### config.mk
export PLATFORM = sky130hd
export DESIGN_NAME = vl_result_tracker
export DESIGN_NICKNAME = d
export VERILOG_FILES = /design/src/rtl/vl_result_tracker.sv
export SDC_FILE = /design/constraint.sdc
export NUM_CORES = 1
export LEC_CHECK = 0
export ABC_AREA = 1
export BUFFER_PORTS_ARGS = -buffer_cell sky130_fd_sc_hd__buf_4
export CAP_MARGIN = 20
export CORE_MARGIN = 1.5
export CORE_UTILIZATION = 55
export DETAILED_ROUTE_END_ITERATION = 10
export PLACE_DENSITY_LB_ADDON = 0.05
export RECOVER_POWER = 25
export SLEW_MARGIN = 15
export SYNTH_ARGS = -nofsm -noshare
export SYNTH_HDL_FRONTEND = slang
export SYNTH_SLANG_ARGS = --single-unit
### constraint.sdc
create_clock -name clk_i -period 5.5 [get_ports clk_i]
set_input_delay 0.55 -clock clk_i [delete_from_list [all_inputs] [get_ports clk_i]]
set_output_delay 0.55 -clock clk_i [all_outputs]
set_load 0.02 [all_outputs]
### src/rtl/vl_result_tracker.sv
// Result-return tracker: checks per-lane valid masks against the configured vl,
// counts reduction partials, pulses done. Optional watchdog: RESULT_TIMEOUT_EN.
module vl_result_tracker #(
  parameter int MAX_VL_PER_LANE = 256,
  parameter int VLANE_NUM       = 8,
  parameter int TIMEOUT_CYCLES  = 1024,
  localparam int LG    = $clog2(VLANE_NUM),
  localparam int VL_W  = $clog2(VLANE_NUM * MAX_VL_PER_LANE),
  localparam int EG_W  = $clog2(MAX_VL_PER_LANE),
  localparam int GRP_W = EG_W + 1
) (
  input  logic                 clk_i,
  input  logic                 rst_i,
  input  logic                 start_i,
  input  logic [VL_W-1:0]      vl_i,
  input  logic                 reduction_i,
  input  logic [VLANE_NUM-1:0] lane_valid_i,
  input  logic                 partial_valid_i,
  output logic                 busy_o,
  output logic                 done_o,
  output logic                 mismatch_o,
  output logic [EG_W-1:0]      err_group_o,
  output logic                 timeout_o
);

  localparam int DIV_W = VL_W - LG;

  typedef enum logic [1:0] {IDLE, COLLECT, PARTIAL, DONE} state_t;

  state_t               state, state_n;
  logic [DIV_W-1:0]     div_q;
  logic [LG-1:0]        mod_q;
  logic [GRP_W-1:0]     last_q;
  logic [LG-1:0]        pexp_q;
  logic [GRP_W-1:0]     grp_q, grp_n;
  logic [LG-1:0]        pcnt_q, pcnt_n;
  logic                 mismatch_q, mis_n;
  logic [EG_W-1:0]      errg_q, errg_n;
  logic                 load;
  logic                 tmo_hit;

  logic [DIV_W-1:0]     in_div;
  logic [LG-1:0]        in_mod;
  logic [GRP_W-1:0]     in_last;
  logic [LG-1:0]        in_pexp;
  logic [VLANE_NUM-1:0] exp_mask;
  logic                 beat;
  logic                 activity;

  function automatic logic [VLANE_NUM-1:0] low_mask(input logic [LG-1:0] n);
    logic [VLANE_NUM-1:0] m;
    m = '0;
    for (int i = 0; i < VLANE_NUM; i++)
      if (i < int'(n)) m[i] = 1'b1;
    return m;
  endfunction

  assign in_div   = vl_i[VL_W-1:LG];
  assign in_mod   = vl_i[LG-1:0];
  assign in_last  = GRP_W'(in_div) + GRP_W'(in_mod != '0);
  assign beat     = |lane_valid_i;
  assign activity = beat | partial_valid_i;

  // Partials expected: a short vector (single partial group) yields fewer lanes.
  always_comb begin
    in_pexp = LG'(VLANE_NUM - 1);
    if (!reduction_i || vl_i == '0) in_pexp = '0;
    else if (in_div == '0)          in_pexp = LG'(in_mod - 1'b1);
  end

  always_comb begin
    exp_mask = '1;
    if (grp_q == GRP_W'(div_q) && mod_q != '0) exp_mask = low_mask(mod_q);
  end

  always_comb begin
    state_n = state;
    grp_n   = grp_q;
    pcnt_n  = pcnt_q;
    mis_n   = mismatch_q;
    errg_n  = errg_q;
    load    = 1'b0;
    case (state)
      IDLE: begin
        if (start_i) begin
          load    = 1'b1;
          grp_n   = '0;
          pcnt_n  = '0;
          mis_n   = 1'b0;
          errg_n  = '0;
          state_n = (vl_i == '0) ? DONE : COLLECT;
        end
      end
      COLLECT: begin
        if (beat) begin
          grp_n = GRP_W'(grp_q + 1'b1);
          if (lane_valid_i != exp_mask) begin
            mis_n = 1'b1;
            if (!mismatch_q) errg_n = grp_q[EG_W-1:0];
          end
          if (grp_q == GRP_W'(last_q - 1'b1))
            state_n = (pexp_q != '0) ? PARTIAL : DONE;
        end
        if (partial_valid_i) begin
          mis_n = 1'b1;
          if (!mismatch_q) errg_n = grp_q[EG_W-1:0];
        end
      end
      PARTIAL: begin
        if (partial_valid_i) begin
          pcnt_n = LG'(pcnt_q + 1'b1);
          if (LG'(pcnt_q + 1'b1) == pexp_q) state_n = DONE;
        end
        if (beat) mis_n = 1'b1;
      end
      DONE: state_n = IDLE;
      default: state_n = IDLE;
    endcase
    if (tmo_hit) state_n = DONE;
  end

  always_ff @(posedge clk_i or posedge rst_i) begin
    if (rst_i) begin
      state      <= IDLE;
      grp_q      <= '0;
      pcnt_q     <= '0;
      mismatch_q <= 1'b0;
      errg_q     <= '0;
      div_q      <= '0;
      mod_q      <= '0;
      last_q     <= '0;
      pexp_q     <= '0;
    end else begin
      state      <= state_n;
      grp_q      <= grp_n;
      pcnt_q     <= pcnt_n;
      mismatch_q <= mis_n;
      errg_q     <= errg_n;
      if (load) begin
        div_q  <= in_div;
        mod_q  <= in_mod;
        last_q <= in_last;
        pexp_q <= in_pexp;
      end
    end
  end

`ifdef RESULT_TIMEOUT_EN
  localparam int TW = $clog2(TIMEOUT_CYCLES + 1);

  logic [TW-1:0] idle_q;
  logic          timeout_q;
  logic          waiting;

  assign waiting = (state == COLLECT) || (state == PARTIAL);
  assign tmo_hit = waiting && !activity && (idle_q == TW'(TIMEOUT_CYCLES - 1));

  // Idle counter only advances while waiting for returns with nothing arriving.
  always_ff @(posedge clk_i or posedge rst_i) begin
    if (rst_i) begin
      idle_q    <= '0;
      timeout_q <= 1'b0;
    end else begin
      if (!waiting || activity) idle_q <= '0;
      else                      idle_q <= TW'(idle_q + 1'b1);
      if (load)         timeout_q <= 1'b0;
      else if (tmo_hit) timeout_q <= 1'b1;
    end
  end

  assign timeout_o = timeout_q;
`else
  logic unused_timeout;
  assign unused_timeout = (TIMEOUT_CYCLES > 0) & activity;
  assign tmo_hit   = 1'b0;
  assign timeout_o = 1'b0;
`endif

  assign busy_o      = (state != IDLE);
  assign done_o      = (state == DONE);
  assign mismatch_o  = mismatch_q;
  assign err_group_o = errg_q;

endmodule

==> flow_summary.json <==
{
  "outcome": "finished, violations left",
  "violations": "capacitance limit, slew limit",
  "yosysSeqAreaShare_pct": 35.43,
  "synth_seq_cells": 46,
  "dpl_worst_slack_ns": 2.915,
  "n_antenna_cell": 0,
  "fmax_mhz": 386.2,
  "firstDrtPassIters": 4,
  "cts_tree": "built",
  "slew_headroom_pct": -12.76,
  "setup_viol": 0,
  "path_class": "register to register",
  "grt_max_degree": 47,
  "drc": 0,
  "synth-main-ff-cell": "dfrtp_1",
  "die_h_um": 79.87,
  "ctsHoldBuffers": 0,
  "synth_top_family_by_area": "simple AND/OR/NAND/NOR gates",
  "cp.arrival_ns": 2.78,
  "synthXorXnorAreaFrac_pct": 5.622,
  "synth_cells": 473,
  "synthMuxAreaShare_pct": 0.3080,
  "rsz0062_at_grt": "false",
  "seq_area_um2": 1151,
  "clkTransAtPathRegs_ns": 0.09,
  "synth_edf_count": 0,
  "dp_hpwl_um": 5810,
  "required_ns": 5.69,
  "drtIter0Drc": 202,
  "fin_crit_sh_pct": 47.08,
  "cts_buffers": 5,
  "ant_nets": 0,
  "cts_root_buf": "clkbuf_8",
  "routed_wl_um": 7334,
  "max_cap_violations": 1,
  "netlist_area_um2": 3249,
  "cts.sinks": 46,
  "hold_path_class": "primary input to register",
  "viasPerCell": 5.285,
  "htree_levels": 2,
  "antenna_found_initial": 0,
  "ios": 36,
  "ctsResizeCount": 0,
  "ys_async_sr_fraction_pct": 100.0,
  "fin_setup_tns_ns": 0,
  "synth_top_area_share_pct": 35.43,
  "grt_pass1_wl_um": 12880,
  "synth_compound_area_share_pct": 10.44,
  "grt_use_total_pct": 25.75,
  "synthDistinctLibCells": 37,
  "timing_hold_violations_final": 0,
  "final_core_util_pct": 65.17,
  "synth_area_leaders": "dfrtp_1 35%, nand2_1 15%, inv_1 8.4%",
  "peakVddDrop_v": 0.0002418,
  "synth_simple_gate_area_share_pct": 32.61,
  "io_buffers": 34,
  "insertion_delay_ns": 0.29,
  "drive_above_1_share_pct": 11.71,
  "p_leak_nw": 1.901,
  "avgRoutedWirePerCell_um": 12.73,
  "synth_nets": 509,
  "grt_pass1_vias": 2854,
  "skew_ns": 0.007370,
  "yosys.area.top_type": "dfrtp_1",
  "fin_crit_ns": 2.589,
  "worst_pin_slew_ns": 1.690,
  "p_per_area_nw_per_um2": 490.5,
  "syn_area_per_cell_um2": 6.870,
  "synthToLayoutAreaGrowth_pct": 12.48,
  "cts.path.max_buffers": 2,
  "die_w_um": 79.87,
  "multi_input_area_um2": 1745,
  "final_max_slew_viol_count": 47,
  "cts_setup_buffers": 0,
  "initial_core_util_pct": 57.94,
  "num_vias": 3044,
  "yosysMostFrequentCell": "nand2_1",
  "endpoint_kind": "register",
  "rows": 27,
  "synth_commonest_cells": "127 x nand2_1, 73 x inv_1, 46 x dfrtp_1",
  "dieArea_um2": 6378,
  "post_synth_fa_ha_maj_area_fraction_pct": 4.621,
  "finalWorstSetupSlack_ns": 2.911,
  "crit_fanout": 20,
  "yosysWarnings": 0,
  "n_fill_cell": 537,
  "place_congestion": 0.9285,
  "grt_overflow": 0,
  "start_kind": "register",
  "fp.coreArea_um2": 5608,
  "fin_nets": 540
}
flip-flops by register name, indices dropped and copies added, names as in the netlist:
| signal | flops |
|---|---|
| div_q | 8 |
| err_group_o | 8 |
| grp_q | 9 |
| last_q | 9 |
| mismatch_o | 1 |
| mod_q | 3 |
| pcnt_q | 3 |
| pexp_q | 3 |
| state | 2 |
path summary, 6_finish.rpt:
check	from	to	slack (ns)	depth (start not counted)
max	state[0]	grp_q[8]	2.91	11
max in group asynchronous	rst_i	pexp_q[0]	3.73	2
max reg2reg	state[0]	grp_q[8]	2.91	11
min in group asynchronous	rst_i	mismatch_o	0.78	2
min	vl_i[9]	last_q[6]	0.47	2
min reg2reg	err_group_o[6]	err_group_o[6]	0.51	2
logic make-up (layout without fill, tap and decap cells):
logic type | count (synthesis) | count (layout)
other cells | 1 | 1
buf+inv | 90 | 121
xor+xnor | 20 | 20
mux | 1 | 1
compound gates | 61 | 61
fa+ha+maj | 12 | 12
flops | 46 | 46
simple gates | 242 | 242
where the power goes:
part	switching, W	internal, W	leakage, nW
combinational	0.000571	0.000351	1.25
clock	0.000111	0.000145	0.0573
sequential	0.000145	0.000469	0.592
total	0.000827	0.000965	1.90
routing by layer:
layer / GRT usage [%] / vias up / wire length, um
met3: 3.771 / 6 / 404
met1: 34.19 / 1393 / 3418
met4: 5.517 / 0 / 60
met2: 44.41 / 79 / 3451
met5: 0 / - / 0
li1: - / 1566 / -
worst max-delay path, cell delays in order, from the launching register on:
cell,delay (ns)
dfrtp_1,0.42
inv_1,0.16
ha_1,0.20
nand2_1,0.35
o21ai_0,0.27
nand2_1,0.15
nor3_1,0.28
nand3_1,0.14
nor3_1,0.21
nand2_1,0.09
o21ai_0,0.16
a21oi_1,0.06
stage by stage:
| stage | cell area (um2) | hold WS [ns] | cells | power, W |
|---|---|---|---|---|
| floorplan | 3249 | 0.4708 | 473 | 0.001288 |
| global placement | 3542 | 0.4861 | 569 | 0.001513 |
| detailed placement | 3542 | 0.4942 | 569 | 0.001541 |
| CTS | 3655 | 0.4588 | 576 | 0.001799 |
| global route | 3655 | 0.4628 | 576 | 0.001971 |
| finish | 3655 | 0.4683 | 576 | 0.001793 |
layout by cell type (no fill, tap or decap), drive strengths merged:
master and n:
a211oi 1, a21oi 9, a221oi 1, a22oi 1, a31oi 2, buf 33, bufinv 1, clkbuf 7
clkinv 2, conb 1, dfrtp 46, ha 12, inv 78, mux2i 1, nand2 132, nand3 45
nand3b 1, nand4 8, nor2 43, nor3 11, nor4 2, o211ai 1, o21a 1, o21ai 38
o21bai 1, o22ai 3, o31ai 3, xnor2 8, xor2 12
area by class of cell:
cell class	instances	area share [%]
multi-input cells	337	47.76
flip-flops and latches	46	31.50
inverters	80	8.216
repair buffers	34	6.984
well taps	72	2.465
clock buffers	6	2.259
clock inverters	1	0.8216
Note: power is estimated with default switching activity, not from simulation.
